### src/rtl/baby_store_loader_pkg.sv
// -----------------------------------------------------------------------------
// baby_store_loader_pkg
// Shared definitions for the Baby store and its bulk loader. The CPU, the
// store RAM and the loader all use this package.
//   WORD_BITS      : store line width (multiple of 8)
//   ADDR_BITS      : store address width
//   LINES          : store depth (2**ADDR_BITS)
//   BYTES_PER_WORD : stream bytes per store line
//   load_state_e   : loader FSM state encoding
// -----------------------------------------------------------------------------
package baby_store_loader_pkg;

  localparam int WORD_BITS      = 32;
  localparam int ADDR_BITS      = 5;
  localparam int LINES          = 32;
  localparam int BYTES_PER_WORD = WORD_BITS / 8;

  typedef enum logic [2:0] {
    ST_IDLE   = 3'd0,
    ST_HEADER = 3'd1,
    ST_BYTES  = 3'd2,
    ST_WRITE  = 3'd3,
    ST_DONE   = 3'd4
  } load_state_e;

endpackage : baby_store_loader_pkg

### src/rtl/baby_store_loader.sv
// -----------------------------------------------------------------------------
// baby_store_loader
// Writes a program image into the Baby's store from a byte stream.
// Stream: one header byte N (line count = N[ADDR_BITS-1:0], 0 means LINES),
// then N lines of BYTES_PER_WORD bytes each, little-endian. Each completed
// line is written with a one-cycle ram_we at ascending addresses from 0.
// The CPU is held (cpu_hold) for the whole load.
//
// Ports:
//   clk       in   system clock, rising edge
//   resetn    in   asynchronous active-low reset
//   start     in   one-cycle pulse, begins a load when idle
//   in_data   in   stream byte
//   in_valid  in   in_data valid
//   in_ready  out  byte accepted this cycle when in_valid & in_ready
//   ram_addr  out  store write address (registered)
//   ram_din   out  store write data (registered)
//   ram_we    out  store write strobe, one cycle per line
//   cpu_hold  out  load in progress, CPU must stay in WAITING
//   busy      out  FSM not idle
//   done      out  one-cycle pulse after the last line is written
// -----------------------------------------------------------------------------
module baby_store_loader
  import baby_store_loader_pkg::*;
#(
  parameter int WORD_BITS = baby_store_loader_pkg::WORD_BITS,
  parameter int ADDR_BITS = baby_store_loader_pkg::ADDR_BITS,
  parameter int LINES     = baby_store_loader_pkg::LINES
) (
  input  logic                 clk,
  input  logic                 resetn,
  input  logic                 start,
  input  logic [7:0]           in_data,
  input  logic                 in_valid,
  output logic                 in_ready,
  output logic [ADDR_BITS-1:0] ram_addr,
  output logic [WORD_BITS-1:0] ram_din,
  output logic                 ram_we,
  output logic                 cpu_hold,
  output logic                 busy,
  output logic                 done
);

  localparam int BPW      = WORD_BITS / 8;
  localparam int IDX_BITS = (BPW > 1) ? $clog2(BPW) : 1;
  // One extra bit so a full-store load (LINES) is representable.
  localparam int CNT_BITS = ADDR_BITS + 1;

  load_state_e          state_q, state_d;
  logic [ADDR_BITS-1:0] addr_q, addr_d;
  logic [CNT_BITS-1:0]  remain_q, remain_d;
  logic [IDX_BITS-1:0]  idx_q, idx_d;
  logic [WORD_BITS-1:0] word_q, word_d;

  logic                 ready_s;
  logic                 xfer_s;
  logic [CNT_BITS-1:0]  count_s;

  // Ready is a pure state decode, so a byte offered outside HEADER/BYTES waits.
  assign ready_s = (state_q == ST_HEADER) || (state_q == ST_BYTES);
  assign xfer_s  = in_valid && ready_s;

  // Header byte to line count; a zero count field selects the full store.
  always_comb begin
    count_s = {1'b0, in_data[ADDR_BITS-1:0]};
    if (in_data[ADDR_BITS-1:0] == {ADDR_BITS{1'b0}}) begin
      count_s = CNT_BITS'(LINES);
    end else begin
      count_s = {1'b0, in_data[ADDR_BITS-1:0]};
    end
  end

  // Next-state logic for the FSM, byte assembler and line counters.
  always_comb begin
    state_d  = state_q;
    addr_d   = addr_q;
    remain_d = remain_q;
    idx_d    = idx_q;
    word_d   = word_q;
    case (state_q)
      ST_IDLE: begin
        if (start) begin
          state_d = ST_HEADER;
        end else begin
          state_d = ST_IDLE;
        end
      end
      ST_HEADER: begin
        if (xfer_s) begin
          remain_d = count_s;
          addr_d   = {ADDR_BITS{1'b0}};
          idx_d    = {IDX_BITS{1'b0}};
          state_d  = ST_BYTES;
        end else begin
          state_d  = ST_HEADER;
        end
      end
      ST_BYTES: begin
        if (xfer_s) begin
          word_d[8*idx_q +: 8] = in_data;
          if (idx_q == IDX_BITS'(BPW - 1)) begin
            idx_d   = {IDX_BITS{1'b0}};
            state_d = ST_WRITE;
          end else begin
            idx_d   = idx_q + IDX_BITS'(1);
            state_d = ST_BYTES;
          end
        end else begin
          state_d = ST_BYTES;
        end
      end
      ST_WRITE: begin
        // Address wraps from LINES-1 to 0 on the final line; it is unused then.
        addr_d   = addr_q + ADDR_BITS'(1);
        remain_d = remain_q - CNT_BITS'(1);
        idx_d    = {IDX_BITS{1'b0}};
        if (remain_q == CNT_BITS'(1)) begin
          state_d = ST_DONE;
        end else begin
          state_d = ST_BYTES;
        end
      end
      ST_DONE: begin
        // start in this cycle is deliberately dropped.
        state_d = ST_IDLE;
      end
      default: begin
        state_d = ST_IDLE;
      end
    endcase
  end

  // State and datapath registers; reset aborts any load in progress.
  always_ff @(posedge clk or negedge resetn) begin
    if (!resetn) begin
      state_q  <= ST_IDLE;
      addr_q   <= {ADDR_BITS{1'b0}};
      remain_q <= {CNT_BITS{1'b0}};
      idx_q    <= {IDX_BITS{1'b0}};
      word_q   <= {WORD_BITS{1'b0}};
    end else begin
      state_q  <= state_d;
      addr_q   <= addr_d;
      remain_q <= remain_d;
      idx_q    <= idx_d;
      word_q   <= word_d;
    end
  end

  // Outputs are registers or decodes of the state register only.
  assign in_ready = ready_s;
  assign ram_addr = addr_q;
  assign ram_din  = word_q;
  assign ram_we   = (state_q == ST_WRITE);
  assign done     = (state_q == ST_DONE);
  assign busy     = (state_q != ST_IDLE);
  assign cpu_hold = (state_q != ST_IDLE);

endmodule : baby_store_loader

### config.mk
export PLATFORM = sky130hd
export DESIGN_NAME = baby_store_loader
export DESIGN_NICKNAME = d
export VERILOG_FILES = /design/src/rtl/baby_store_loader_pkg.sv /design/src/rtl/baby_store_loader.sv
export SDC_FILE = /design/constraint.sdc
export NUM_CORES = 1
export LEC_CHECK = 0
export CELL_PAD_IN_SITES_DETAIL_PLACEMENT = 2
export CELL_PAD_IN_SITES_GLOBAL_PLACEMENT = 2
export CORE_UTILIZATION = 30
export DETAILED_ROUTE_END_ITERATION = 16
export PLACE_DENSITY_LB_ADDON = 0.1
export RECOVER_POWER = 25
export SLEW_MARGIN = 20
export SYNTH_ARGS = -nofsm -noshare
export SYNTH_HDL_FRONTEND = slang
export SYNTH_SLANG_ARGS = --single-unit
### constraint.sdc
create_clock -name clk -period 2.4 [get_ports clk]
set_clock_uncertainty 0.05 [all_clocks]
set_input_delay 0.6 -clock clk [delete_from_list [all_inputs] [get_ports clk]]
set_output_delay 0.6 -clock clk [all_outputs]
set_load 0.1 [all_outputs]
# Yosys cells after proc, flatten, opt, wreduce, memory -nomap -nowiden
# Cells that the tools add are included.
# word_totals
register_bits,48
inputBits,12
word_cells,45
# op_classes
addsub,4
eq_ne,8
n_shift,2
mux,16
reduce_logical,10
# op_table
op,n
5-bit negator with 34-bit output,1
"8-bit by 34-bit variable shift with 32-bit output, first input constant",1
8-bit by 34-bit indexed part select with 32-bit output,1
32-bit bitwise mux,1
6-bit two-way mux,2
3-bit one-hot mux with 4 select lines,1
6-bit one-hot mux with 2 select lines,1
5-bit one-hot mux with 2 select lines,1
2-bit two-way mux,4
"3-bit by 2-bit equality test with 1-bit output, second input constant",2
"6-bit by 1-bit equality test with 1-bit output, second input constant",1
3-bit two-way mux,2
2-bit one-hot mux with 3 select lines,1
3-bit nonzero test,2
"6-bit by 1-bit subtractor with 6-bit output, second input constant",1
"5-bit by 1-bit adder with 5-bit output, second input constant",1
5-bit zero test,1
5-bit two-way mux,1
"2-bit != test, second input constant",2
2-bit AND reduction,2
"3-bit by 1-bit equality test with 1-bit output, second input constant",1
"3-bit equality test, second input constant",1
3-bit zero test,1
3-bit AND reduction,1
6 further kinds,7

# Logic depth before layout (Yosys ltp)
# Gate-level depths: netlist of the first run.
# logic_depth
word_depth,5
mapped_depth,6
depth_no_buf,5

# Worst setup path before layout of the first run
# OpenSTA, ideal clock, no wires.
# synth_timing
path_kind,flip-flop to output port
from,reg state_q[1]
to,out done
arrival_ns,2.625
path_slack_ns,-0.875
stages_incl_launch_ff,3
n_path_buf,1
path_cell_list,dfrtp_1 buf_4 nor3_1
# synth_between
elab_chain_cells,1
# synth_lines
item,line_no,rtl
from (decl),baby_store_loader.sv:49,"load_state_e state_q, state_d;"
from (signal assigned),baby_store_loader.sv:142,state_q <= state_d;
3-bit equality test,baby_store_loader.sv:155,assign done = (state_q == ST_DONE);
to (decl),baby_store_loader.sv:41,output logic done
# No other way between the ends.

# Worst setup path in the final report of the first run
# layout_timing
from,reg state_q[0]
to,out cpu_hold
# layout_between
elab_chain_cells,1
# layout_lines
item,line_no,rtl
3-bit nonzero test,baby_store_loader.sv:157,assign cpu_hold = (state_q != ST_IDLE);
to (decl),baby_store_loader.sv:39,"output logic cpu_hold,"
# No other way between the ends.

==> results of run 1 <==
## layout by cell type, fill, tap and decap left out, drive strengths merged, types with 2 or more instances in the layout
cell type,n
ha,8
nor3b,5
clkbuf,8
a211oi,2
xor2,2
nand3b,2
and4bb,2
dfrtp,48
buf,49
nand2,70
o21ai,36
a22o,3
a22oi,2
xnor2,3
or3,3
clkdlybuf4s50,10
inv,6
a21oi,4
nor3,6
nand3,5
nor2,12
## logic make-up (layout without fill, tap and decap cells)
group                    count (synthesis)  after routing  synth area share [%]
AO/OA/AOI/OAI                           53             53                 14.23
XOR/XNOR                                 5              5                 1.845
adder cells (fa/ha/maj)                  8              8                 4.217
buffers and inverters                   15             74                 4.480
flip-flops                              48             48                 50.61
AND/OR/NAND/NOR                        114            114                 24.62
## state kept, by name, summed over array words and instances, names as in the netlist
signal,cells
ram_addr,5
state_q,3
ram_din,32
idx_q,2
remain_q,6
## final cells by class
type | instances | area (sq um)
flip-flops and latches | 48 | 1201
repair buffers | 61 | 539.3
well taps | 102 | 127.6
multi-input cells | 180 | 1074
clock inverters | 1 | 5.005
clock buffers | 6 | 72.57
inverters | 6 | 22.52
fillers | 870 | 4646
## metal layers
layer  share of wire, %  wire (um)  vias to the layer above  GRT usage [%]
li1                   -          -                      947              -
met1                 48       3198                      987          23.59
met2                 49       3292                       28          29.92
met3                3.0        199                        2          3.936
met4               0.56         38                        0          3.968
met5                  0          0                        -              0
## critical path, delay by kind of cell, from the launching register on
kind | cells | cell delay, ps
buffers and inverters | 1 | 210
DFF | 1 | 530
and+or+nand+nor | 1 | 520
## how the worst min path moves through the flow
stage,endpoint,depth (start not counted)
after floorplan,idx_q[0],0
after global placement,ram_din[23],2
after detailed placement,ram_din[7],2
after CTS,ram_din[16],1
after global routing,ram_din[31],2
final,ram_din[7],2
## through the flow
| step | hold slack, ps | setup TNS (ps) | area, sq um | util (%) |
|---|---|---|---|---|
| finish | 438.3 | 0 | 3042 | 39.57 |
| global route | 467.8 | 0 | 3042 | 39.57 |
| CTS | 220.1 | 0 | 3058 | 39.78 |
| detailed placement | 427.7 | 0 | 2980 | 38.77 |
| global placement | 413.7 | 0 | 2980 | 38.77 |
| floorplan | 254.4 | -13.93 | 2381 | - |
==> results.md, run 1 <==
- The critical path in this run is classified as reg -> out.
- The number of antenna violations at the first check in global routing is 0.
- The highest attainable clock frequency is 452.2 MHz.
- Synthesis produced a netlist with a net count of roughly 260.
- The post-synthesis to final-layout area growth is 28.15%.
- After synthesis, the cell types taking the most area are sky130_fd_sc_hd__dfrtp_1, sky130_fd_sc_hd__nand2_1, sky130_fd_sc_hd__o21ai_1, sky130_fd_sc_hd__ha_1, sky130_fd_sc_hd__o21ai_2.
- The number of setup buffers added after CTS is 0.
- In the synthesized netlist the dominant register cell turns out to be sky130_fd_sc_hd__dfrtp_1.
- The beginning of the critical path is state_q[0].
- The number of antenna diodes in the final layout is 0.
- The number of maximum-capacitance constraint violations is 0.
- The area of the mapped netlist is 2374 sq um.
- The average wire length per cell after detail routing is 16.65 um.
- The core box area is 7687 sq um.
- The cell count after synthesis is between 200 and 250.
- The clock transition at the registers of the reported paths is 90 ps.
- The synthesized design contains 0 enable-type register cells.
- At the end of the flow, the number of nets in the layout was ~320.
- Following the worst setup path forward leads to its endpoint at cpu_hold.
- Across all register-to-register paths, the minimum setup slack is 330 ps.
- The endpoint arrival time on the critical path is 1560 ps.
- Yosys printed 0 warnings.
- The cell sitting at the root of the clock tree is a sky130_fd_sc_hd__clkbuf_8.
- The average cell area after synthesis is 9.768 sq um.
- The required time at the endpoint of the critical path is roughly 1800 ps.
- The signal on the critical path passes through or3_1 > buf_12.
- The share of the clock period used by the worst path is 92.15%.
- Yosys mapped the design onto 43 distinct sky130hd cell types.
- The logic depth of the worst register-to-register path is 5.
- The slowest stage of the critical path is the sky130_fd_sc_hd__dfrtp_1 cell.
- The post-synthesis async set-or-reset flop share is 100.0%.
- The flow ran to the end, and the final reports show no timing, DRC or antenna violations.
- In the final layout, the share of cells above drive strength 1 is 25.83%.
- The worst hold path belongs to the class reg -> reg.
- In this run the tightest slew margin relative to its limit is a little under a quarter.
- The startpoint of the most critical hold path is ram_din[7].
- Summing the sequential cell areas from Yosys gives 50.61% of the chip area.
- The leading cell type by number of instances after synthesis is sky130_fd_sc_hd__nand2_1.
- The slew at the pin with the worst max-slew slack is 1152 ps.
- The die covers approximately 8300 sq um.
- The post-cts resize count is 0.
- Setup slack closes at 188.5 ps.
- The hold violation count in the final report came to 0.
- The via count of the routed design is 1964.
- After floorplanning, the core was divided into 32 placement rows.
- The starting density of the core is 30.88%.
- The worst path in the final design needs a cycle of ~2200 ps, including I/O delays and setup.
- The die span in x is 90.95 um.
- Hold repair after CTS inserted 0 buffers.
- TritonCTS built the clock tree.
- The global router's overall resource usage is 17.86%.
- The worst setup path is launched from a register.
- The aggregate global routing overflow is 0.
- The number of synthesized register bits is 48.
- The clock net sink count is 48.
- The via count of the first global-routing pass is 2082.
- The detail route stage leaves a number of antenna-violating nets equal to 0.
- The startpoint identified for the worst register-to-register timing path is idx_q[0].
- The number of DRC violations after detailed-routing iteration 0 is between 50 and 60.
- At the end of routability-driven placement, the weighted congestion stood at 0.7420.
- The half-perimeter wire length of the detailed placement result is about 5000 um.
- Setup violations remaining at the end of the flow were counted as 0.
- The worst register-to-register path ends at ram_din[16].
- The number of buffers inserted during clock tree synthesis is 5.
- The maximum number of pins on one net before global-route repair is 31.
- The count of buffers from port buffering is 53.
- OpenSTA, run right after detailed placement, puts the worst setup slack at a little under 200 ps.
- Setup repair after global routing left no endpoint under its margin.
- The endpoint class of the critical path is a primary output.
- The final-report max-slew violation count is 0.
- The maximum fanout along the worst path is 12.
- The number of DRC violations after detailed routing is 0.
- The largest incremental delay on the critical path is 530 ps.
- The finished layout holds 404 standard cells, fillers aside.
- The top cell type by area accounts for 50.61% of the synthesized area.
- Dividing the detail-routed via count by the number of cells gives 4.861.
- The library cell with the largest summed area after synthesis is sky130_fd_sc_hd__dfrtp_1.
- The insertion delay to the later sink of the worst-skew pair is 300 ps.
- Measured along the y axis, the die boundary spans 90.95 um.
- The routed wire length is 6728 um.
- The number of H-tree levels is 2.
- By count the netlist is led by sky130_fd_sc_hd__nand2_1, sky130_fd_sc_hd__dfrtp_1, sky130_fd_sc_hd__o21ai_1.
- The number of buffers between clock root and the deepest sink is 2.
- The top-level I/O count is 54.
- The first global-routing pass estimated 11350 um of wire.
- Counting tap cells, the placed design contains a total of 397 instances.
- For this run, the detailed router's first-pass iteration total came to 4.
Power of run 1 is left out: the tool's default activity adds up to more than one toggle a clock period on the data nets, which glitch-free logic cannot reach.
==> inputs of run 2 (changes only) <==
--- a/config.mk
+++ b/config.mk
@@ -7,5 +7,6 @@
 export LEC_CHECK = 0
+export CAP_MARGIN = 20
 export CELL_PAD_IN_SITES_DETAIL_PLACEMENT = 2
 export CELL_PAD_IN_SITES_GLOBAL_PLACEMENT = 2
-export CORE_UTILIZATION = 30
+export CORE_UTILIZATION = 28
 export DETAILED_ROUTE_END_ITERATION = 16
==> constraint.sdc (replaced) <==
create_clock -name clk -period 1.8 [get_ports clk]
set_clock_uncertainty 0.05 [all_clocks]
set_input_delay 0.45 -clock clk [delete_from_list [all_inputs] [get_ports clk]]
set_output_delay 0.45 -clock clk [all_outputs]
set_load 0.02 [all_outputs]
==> results.md, run 2 (synthesis results as in run 1) <==
- Run status: finished, violations left (was complete, no violations).
- The checks that failed: setup timing.
- The number of maximum-capacitance constraint violations is 0 (unchanged).
- The worst-path cell with the longest stage delay is sky130_fd_sc_hd__dfrtp_2 (was sky130_fd_sc_hd__dfrtp_1).
- The total placed instance area came to 3109 sq um (was 2980 sq um).
- Highest-count cells in the layout ignoring fill and taps: sky130_fd_sc_hd__nand2_1, sky130_fd_sc_hd__dfrtp_1, sky130_fd_sc_hd__buf_4 (unchanged).
- The most frequent standard cell in the layout excluding fill and tap cells is sky130_fd_sc_hd__nand2_1 (unchanged).
- The post-synthesis to final-layout area growth is 38.27% (was 28.15%).
- Setup repair after global routing missed its margin: yes (was no).
- The floorplan die area was 8849 sq um (was 8272 sq um).
- The number of antenna diodes is 0 (unchanged).
- Worst path cell trace: or3_4 > buf_6 (was or3_1 > buf_12).
- The top-level I/O count came to 54 (unchanged).
- The routing usage on met3 is 3.074% (was 3.936%).
- The largest incremental delay on the critical path came to 460 ps (was 530 ps).
- The met1 track utilization from global routing is 23.88% (was 23.59%).
- The number of buffers inserted during clock tree synthesis is 5 (unchanged).
- The total power per unit cell area is 1580 nW/um^2.
- The number of detailed-route iterations in the first pass is 4 (unchanged).
- The filler cell count is 908 (was 870).
- The critical path launch point type is a register (unchanged).
- The number of DRC violations after detailed-routing iteration 0 is 80 (was 56).
- The wire length of the first global-routing pass was 11310 um (was 11350 um).
- The via count of the first global-routing pass is 2160 (was 2082).
- The aggregate global routing overflow is 0 (unchanged).
- The TritonCTS clock tree is yes (unchanged).
- The count of buffers from port buffering is 53 (unchanged).
- The setup TNS is -22.09 ps (was 0 ps).
- The cell family contributing the most delay on the critical path is flip-flops (unchanged).
- The final-report max-slew violation count is 0 (unchanged).
- The endpoint class of the critical path is a primary output (unchanged).
- The layout cell share with drive strength beyond 1 came to 20.50% (was 25.83%).
- Of the available clock period, the critical path in the final layout requires 100.6%.
- The final estimated routing congestion in global placement is 0.7753 (was 0.7420).
- Timing would allow up to 552.1 MHz.
- The number of buffers between clock root and the deepest sink is 2 (unchanged).
- The buffer and inverter count on the worst path is 1 (unchanged).
- The number of antenna violations at the first check in global routing is 0 (unchanged).
- The worst hold slack after final layout is 432.7 ps (was 438.3 ps).
- The final layout net count came to 341 (was 322).
- The average wire length per cell after detail routing is 16.02 um (was 16.65 um).
- The half-perimeter wire length of the detailed placement result is 5043 um (was 5046 um).
- The slew at the pin with the worst max-slew slack was 1276 ps (was 1152 ps).
- The die span in x is 94.07 um (was 90.95 um).
- The flip-flop count of the largest register after layout is 32 (unchanged).
- Subtracting the final worst setup slack from the clock period gives 1811 ps.
- The worst slew margin relative to its limit is 14.96% (was 23.21%).
- The setup-violating endpoint count in the final report is 2 (was 0).
- The class of the most critical setup path is reg -> out (unchanged).
- The insertion delay to the later sink of the worst-skew pair is 310 ps (was 300 ps).
- The global router's overall resource usage was 17.01% (was 17.86%).
- The worst-case IR drop observed on VDD is 0.4878 mV.
- The total power is a little over 0.005 W.
- The most congested layer reported by global routing was met2 (unchanged).
- The remaining antenna violation count is 0 (unchanged).
- The type of the tightest min-delay check is reg -> reg (unchanged).
- The maximum fanout along the worst path is 5 (was 12).
- The number of DRC violations after detailed routing is 0 (unchanged).
- The clock net sink count is 48 (unchanged).
- The required time at the endpoint of the critical path is 1300 ps (was 1750 ps).
- The slack of the critical path was -11.32 ps (was 188.5 ps).
- The endpoint arrival time on the critical path is 1310 ps (was 1560 ps).
- The leakage dissipation is 1.772 nW.
- The clock transition at the registers of the reported paths is 100 ps (was 90 ps).
- The number of H-tree levels was 2 (unchanged).
- The clock root buffer is sky130_fd_sc_hd__clkbuf_8 (unchanged).
- The die extent in y is 94.07 um (was 90.95 um).
- The fraction of met2 tracks used by global routing is 26.76% (was 29.92%).
- The final non-filler cell area is 3282 sq um (was 3042 sq um).
- The routed wire length came to 6841 um (was 6728 um).
- The maximum number of pins on one net before global-route repair is 49 (was 31).
- The average via count per standard cell is 4.696 (was 4.861).
- The cell row count was 33 (was 32).
- The core box area was 8217 sq um (was 7687 sq um).
- The starting density of the core is 28.89% (was 30.88%).
- The via count of the routed design is 2005 (was 1964).
- The hold violation count in the final report is 0 (unchanged).
[run 2: cell types whose count changed in the layout (fill, tap and decap cells not counted), sizes merged]
cell	delta
buf	-17
bufinv	+1
clkbuf	-2
clkinv	-1
clkinvlp	+1
dlygate4sd2	+21
dlymetal6s2s	+16
inv	+1
[run 2: timing repair]
| action | CTS | global route |
|---|---|---|
| hold buffers | 0 | 0 |
| endpoints found under the setup margin | 26 | 24 |
| setup buffers | 4 | 3 |
| gates resized for setup | 43 | 26 |
| pin swaps | 0 | 1 |
[run 2: layout make-up]
cell class,count,area [sq um],share of cell area [%]
clock buffer,5,68.82,2.097
clock inverter,3,46.29,1.411
inverter,6,22.52,0.6862
multi-input combinational,180,1079,32.86
sequential,48,1202,36.64
tap,105,131.4,4.003
timing repair buffer,80,732.0,22.30
[run 2: layer usage]
layer	vias to the layer above	part of all wire, %
li1	976	-
met1	991	50
met2	34	45
met3	4	3.5
met4	0	1.1
met5	-	0
[run 2: where the power goes]
| part | leakage [nW] | internal, W | switching, W |
|---|---|---|---|
| Sequential | 0.637 | 0.00145 | 0.000287 |
| Combinational | 1.08 | 0.00113 | 0.00148 |
| Clock | 0.0548 | 0.000419 | 0.000410 |
| Total | 1.77 | 0.00301 | 0.00218 |
[run 2: worst paths after layout]
check                            from  slack (ps)  cells past startpoint          end
setup / recovery           state_q[1]         -10                      2     cpu_hold
hold / removal             ram_din[6]         430                      2   ram_din[6]
setup reg to reg             idx_q[0]         140                      5  ram_din[31]
hold reg to reg            ram_din[6]         430                      2   ram_din[6]
max in group asynchronous      resetn         410                      2   state_q[1]
min in group asynchronous      resetn         440                      2  ram_din[17]
[run 2: metrics by stage]
step / cells / setup slack, ps / util, %
after floorplan: 243 / 88.98 / -
after global placement: 412 / -172.3 / 37.84
after detailed placement: 412 / -221.5 / 37.84
after CTS: 424 / -24.71 / 39.14
after global routing: 427 / -57.04 / 39.94
final: 427 / -11.32 / 39.94
[run 2: tightest hold or removal path, delay by kind of cell, from the launching register on]
kind             cells  cell delay (ps)
AO/OA/AOI/OAI        1               50
flip-flops           1              350
AND/OR/NAND/NOR      1               60
(Power assumes the default switching activity.)
==> inputs of run 3 (changes only) <==
- CORE_MARGIN: unset -> 10
- clock period: 1.8 -> 1.5 ns (I/O delays scaled with it)
==> results.md, run 3 (synthesis results as in run 1) <==
- The required time at the endpoint of the critical path is 1070 ps (was 1300 ps).
- The combined flip-flop and latch cell area was 1206 sq um (was 1202 sq um).
- The setup-violating endpoint count in the final report is 51 (was 2).
- The starting density of the core is 28.89% (unchanged).
- The filler cell count came to 851 (was 908).
- The slew at the pin with the worst max-slew slack is 706.3 ps (was 1276 ps).
- The total power is 0.008628 W (was 0.005184 W).
- The floorplan die area is 12560 sq um (was 8849 sq um).
- The flip-flop count of the largest register after layout is 32 (unchanged).
- The final-report max-slew violation count is 0 (unchanged).
- The count of buffers from port buffering is 53 (unchanged).
- The number of antenna diodes came to 0 (unchanged).
- The post-synthesis to final-layout area growth is 73.27% (was 38.27%).
- The endpoint class of the critical path is a primary output (unchanged).
- The worst-path cell with the longest stage delay is sky130_fd_sc_hd__dfrtp_2 (unchanged).
- The wire length of the first global-routing pass came to 14710 um (was 11310 um).
- The core box area is 8217 sq um (unchanged).
- The hold violation count in the final report is 0 (unchanged).
- The number of detailed-route iterations in the first pass is 4 (unchanged).
- The routed wire length is 10790 um (was 6841 um).
- Highest-count cells in the layout ignoring fill and taps: sky130_fd_sc_hd__dfrtp_1, sky130_fd_sc_hd__buf_4, sky130_fd_sc_hd__nand2_1 (was sky130_fd_sc_hd__nand2_1, sky130_fd_sc_hd__dfrtp_1, sky130_fd_sc_hd__buf_4).
- The number of buffers inserted during clock tree synthesis was 5 (unchanged).
- The clock root buffer is sky130_fd_sc_hd__clkbuf_8 (unchanged).
- The average via count per standard cell was 5.009 (was 4.696).
- The aggregate global routing overflow is 0 (unchanged).
- The die extent in y is 112.1 um (was 94.07 um).
- The final critical path time including I/O delays and setup is 1753 ps.
- The layout cell share with drive strength beyond 1 is 56.39% (was 20.50%).
- The most frequent standard cell in the layout excluding fill and tap cells is sky130_fd_sc_hd__dfrtp_1 (was sky130_fd_sc_hd__nand2_1).
- The cell family contributing the most delay on the critical path is flip-flops (unchanged).
- The fraction of the core area covered by cells at the end of the flow came to 50.05% (was 39.94%).
- The number of maximum-capacitance constraint violations was 0 (unchanged).
- The maximum resistive drop on vdd came to 1.002 mV (was 0.4878 mV).
- The clock net sink count is 48 (unchanged).
- The clock transition at the registers of the reported paths is 110 ps (was 100 ps).
- The largest incremental delay on the critical path is 460 ps (about the same).
- The slack of the critical path is -253.5 ps (was -11.32 ps).
- The critical path launch point type is a register (unchanged).
- The number of H-tree levels is 2 (unchanged).
- The half-perimeter wire length of the detailed placement result is 5801 um (was 5043 um).
- The number of DRC violations after detailed-routing iteration 0 is 68 (was 80).
- The class of the most critical setup path is reg -> out (unchanged).
- The TritonCTS clock tree was yes (unchanged).
- The endpoint arrival time on the critical path is 1330 ps (was 1310 ps).
- The number of buffers between clock root and the deepest sink came to 2 (unchanged).
- The number of DRC violations after detailed routing came to 0 (unchanged).
- The total power per unit cell area is 2098 nW/um^2 (was 1580 nW/um^2).
- The type of the tightest min-delay check is reg -> reg (unchanged).
- The cell row count came to 33 (unchanged).
- The maximum number of pins on one net before global-route repair is 49 (unchanged).
- The via count of the routed design is 2329 (was 2005).
- The average wire length per cell after detail routing is 23.21 um (was 16.02 um).
- The remaining antenna violation count is 0 (unchanged).
- The via count of the first global-routing pass is 2545 (was 2160).
- Run status: finished, violations left (unchanged).
- The buffer and inverter count on the worst path is 1 (unchanged).
- The highest attainable clock frequency is 570.3 MHz.
- The final layout net count is 379 (was 341).
- The die span in x is 112.1 um (was 94.07 um).
- The worst slew margin relative to its limit is 52.91% (was 14.96%).
- The maximum fanout along the worst path is 4 (was 5).
- Violated checks: setup timing (unchanged).
- The number of antenna violations at the first check in global routing is 0 (unchanged).
- The share of the clock period used by the worst path is 116.9%.
- Worst path cell trace: or3_4 > buf_6 (unchanged).
- The final estimated routing congestion in global placement came to 0.7868 (was 0.7753).
- Setup repair after global routing missed its margin: yes (unchanged).
- The top-level I/O count was 54 (unchanged).
- The global router's overall resource usage came to 14.36% (was 17.01%).
- The footprint of the multi-input gates is 1604 sq um (was 1079 sq um).
- The leakage dissipation is 1.795 nW (was 1.772 nW).
- The insertion delay to the later sink of the worst-skew pair was 330 ps (was 310 ps).
==> run 3: cell types whose count changed in the layout (fill, tap and decap cells not counted), moves of 4 or more <==
| cell | previous run | this run |
|---|---|---|
| sky130_fd_sc_hd__buf_4 | 28 | 37 |
| sky130_fd_sc_hd__buf_6 | 2 | 24 |
| sky130_fd_sc_hd__clkbuf_2 | 1 | 22 |
| sky130_fd_sc_hd__clkdlybuf4s15_1 | 0 | 9 |
| sky130_fd_sc_hd__dlygate4sd2_1 | 21 | 6 |
| sky130_fd_sc_hd__dlymetal6s2s_1 | 16 | 1 |
| sky130_fd_sc_hd__nand2_1 | 64 | 32 |
| sky130_fd_sc_hd__nand2_2 | 2 | 8 |
| sky130_fd_sc_hd__nand2_4 | 4 | 26 |
| sky130_fd_sc_hd__nand2_8 | 0 | 8 |
| sky130_fd_sc_hd__o21ai_0 | 4 | 0 |
| sky130_fd_sc_hd__o21ai_1 | 24 | 9 |
| sky130_fd_sc_hd__o21ai_2 | 8 | 27 |
==> run 3: report_power, final <==
| part | switching, W | total [W] | internal (W) |
|---|---|---|---|
| sequential | 0.000496 | 0.00225 | 0.00175 |
| combinational | 0.00274 | 0.00501 | 0.00227 |
| clock | 0.000534 | 0.00137 | 0.000835 |
| total | 0.00377 | 0.00863 | 0.00485 |
==> run 3: layer usage <==
| metal | up-vias | part of all wire [%] | global-route usage, % |
|---|---|---|---|
| met3 | 9 | 3.6 | 3.355 |
| li1 | 1065 | - | - |
| met2 | 43 | 53 | 24.94 |
| met1 | 1212 | 42 | 17.34 |
| met5 | - | 0 | 0 |
| met4 | 0 | 1.1 | 3.892 |
==> run 3: worst paths after layout <==
kind | startpoint | end | slack (ps) | cells after the start
max | state_q[1] | busy | -250 | 2
min | ram_din[4] | ram_din[4] | 470 | 2
max reg2reg | state_q[0] | ram_din[21] | -240 | 7
min reg2reg | ram_din[4] | ram_din[4] | 470 | 2
max in group asynchronous | resetn | state_q[2] | 210 | 3
min in group asynchronous | resetn | ram_din[29] | 690 | 3
==> run 3: cell type report <==
type / instances / share of cell area (%)
Multi-Input combinational cell: 184 / 39.00
Inverter: 6 / 0.6389
Sequential cell: 48 / 29.33
Clock buffer: 5 / 1.673
Timing Repair Buffer: 114 / 23.97
Tap cell: 105 / 3.194
Clock inverter: 3 / 2.190
==> run 3: metrics by stage <==
| step | hold WS [ps] | instances | setup slack [ps] | TNS [ps] | area (sq um) |
|---|---|---|---|---|---|
| after floorplan | 29.41 | 243 | -136.5 | -2734 | 2425 |
| after global placement | 341.0 | 426 | -352.0 | -14600 | 3283 |
| after detailed placement | 340.2 | 426 | -404.5 | -16370 | 3283 |
| after CTS | 0.1212 | 449 | -239.8 | -6060 | 3769 |
| after global routing | 490.0 | 465 | -306.2 | -10540 | 4113 |
| final | 466.0 | 465 | -253.5 | -7874 | 4113 |
==> run 3: repair_timing <==
action | CTS | global route
hold buffers | 0 | 1
resized for setup | 134 | 128
pin swaps | 37 | 38
setup buffers | 12 | 15
hold endpoints to repair | 0 | 1
cloned | 4 | 0
setup endpoints to repair | 86 | 72
==> run 3: worst min-delay path: stages, from the launching register on <==
cell                      delay, ps
sky130_fd_sc_hd__dfrtp_1        370
sky130_fd_sc_hd__nand2_2         50
sky130_fd_sc_hd__o21ai_1         60
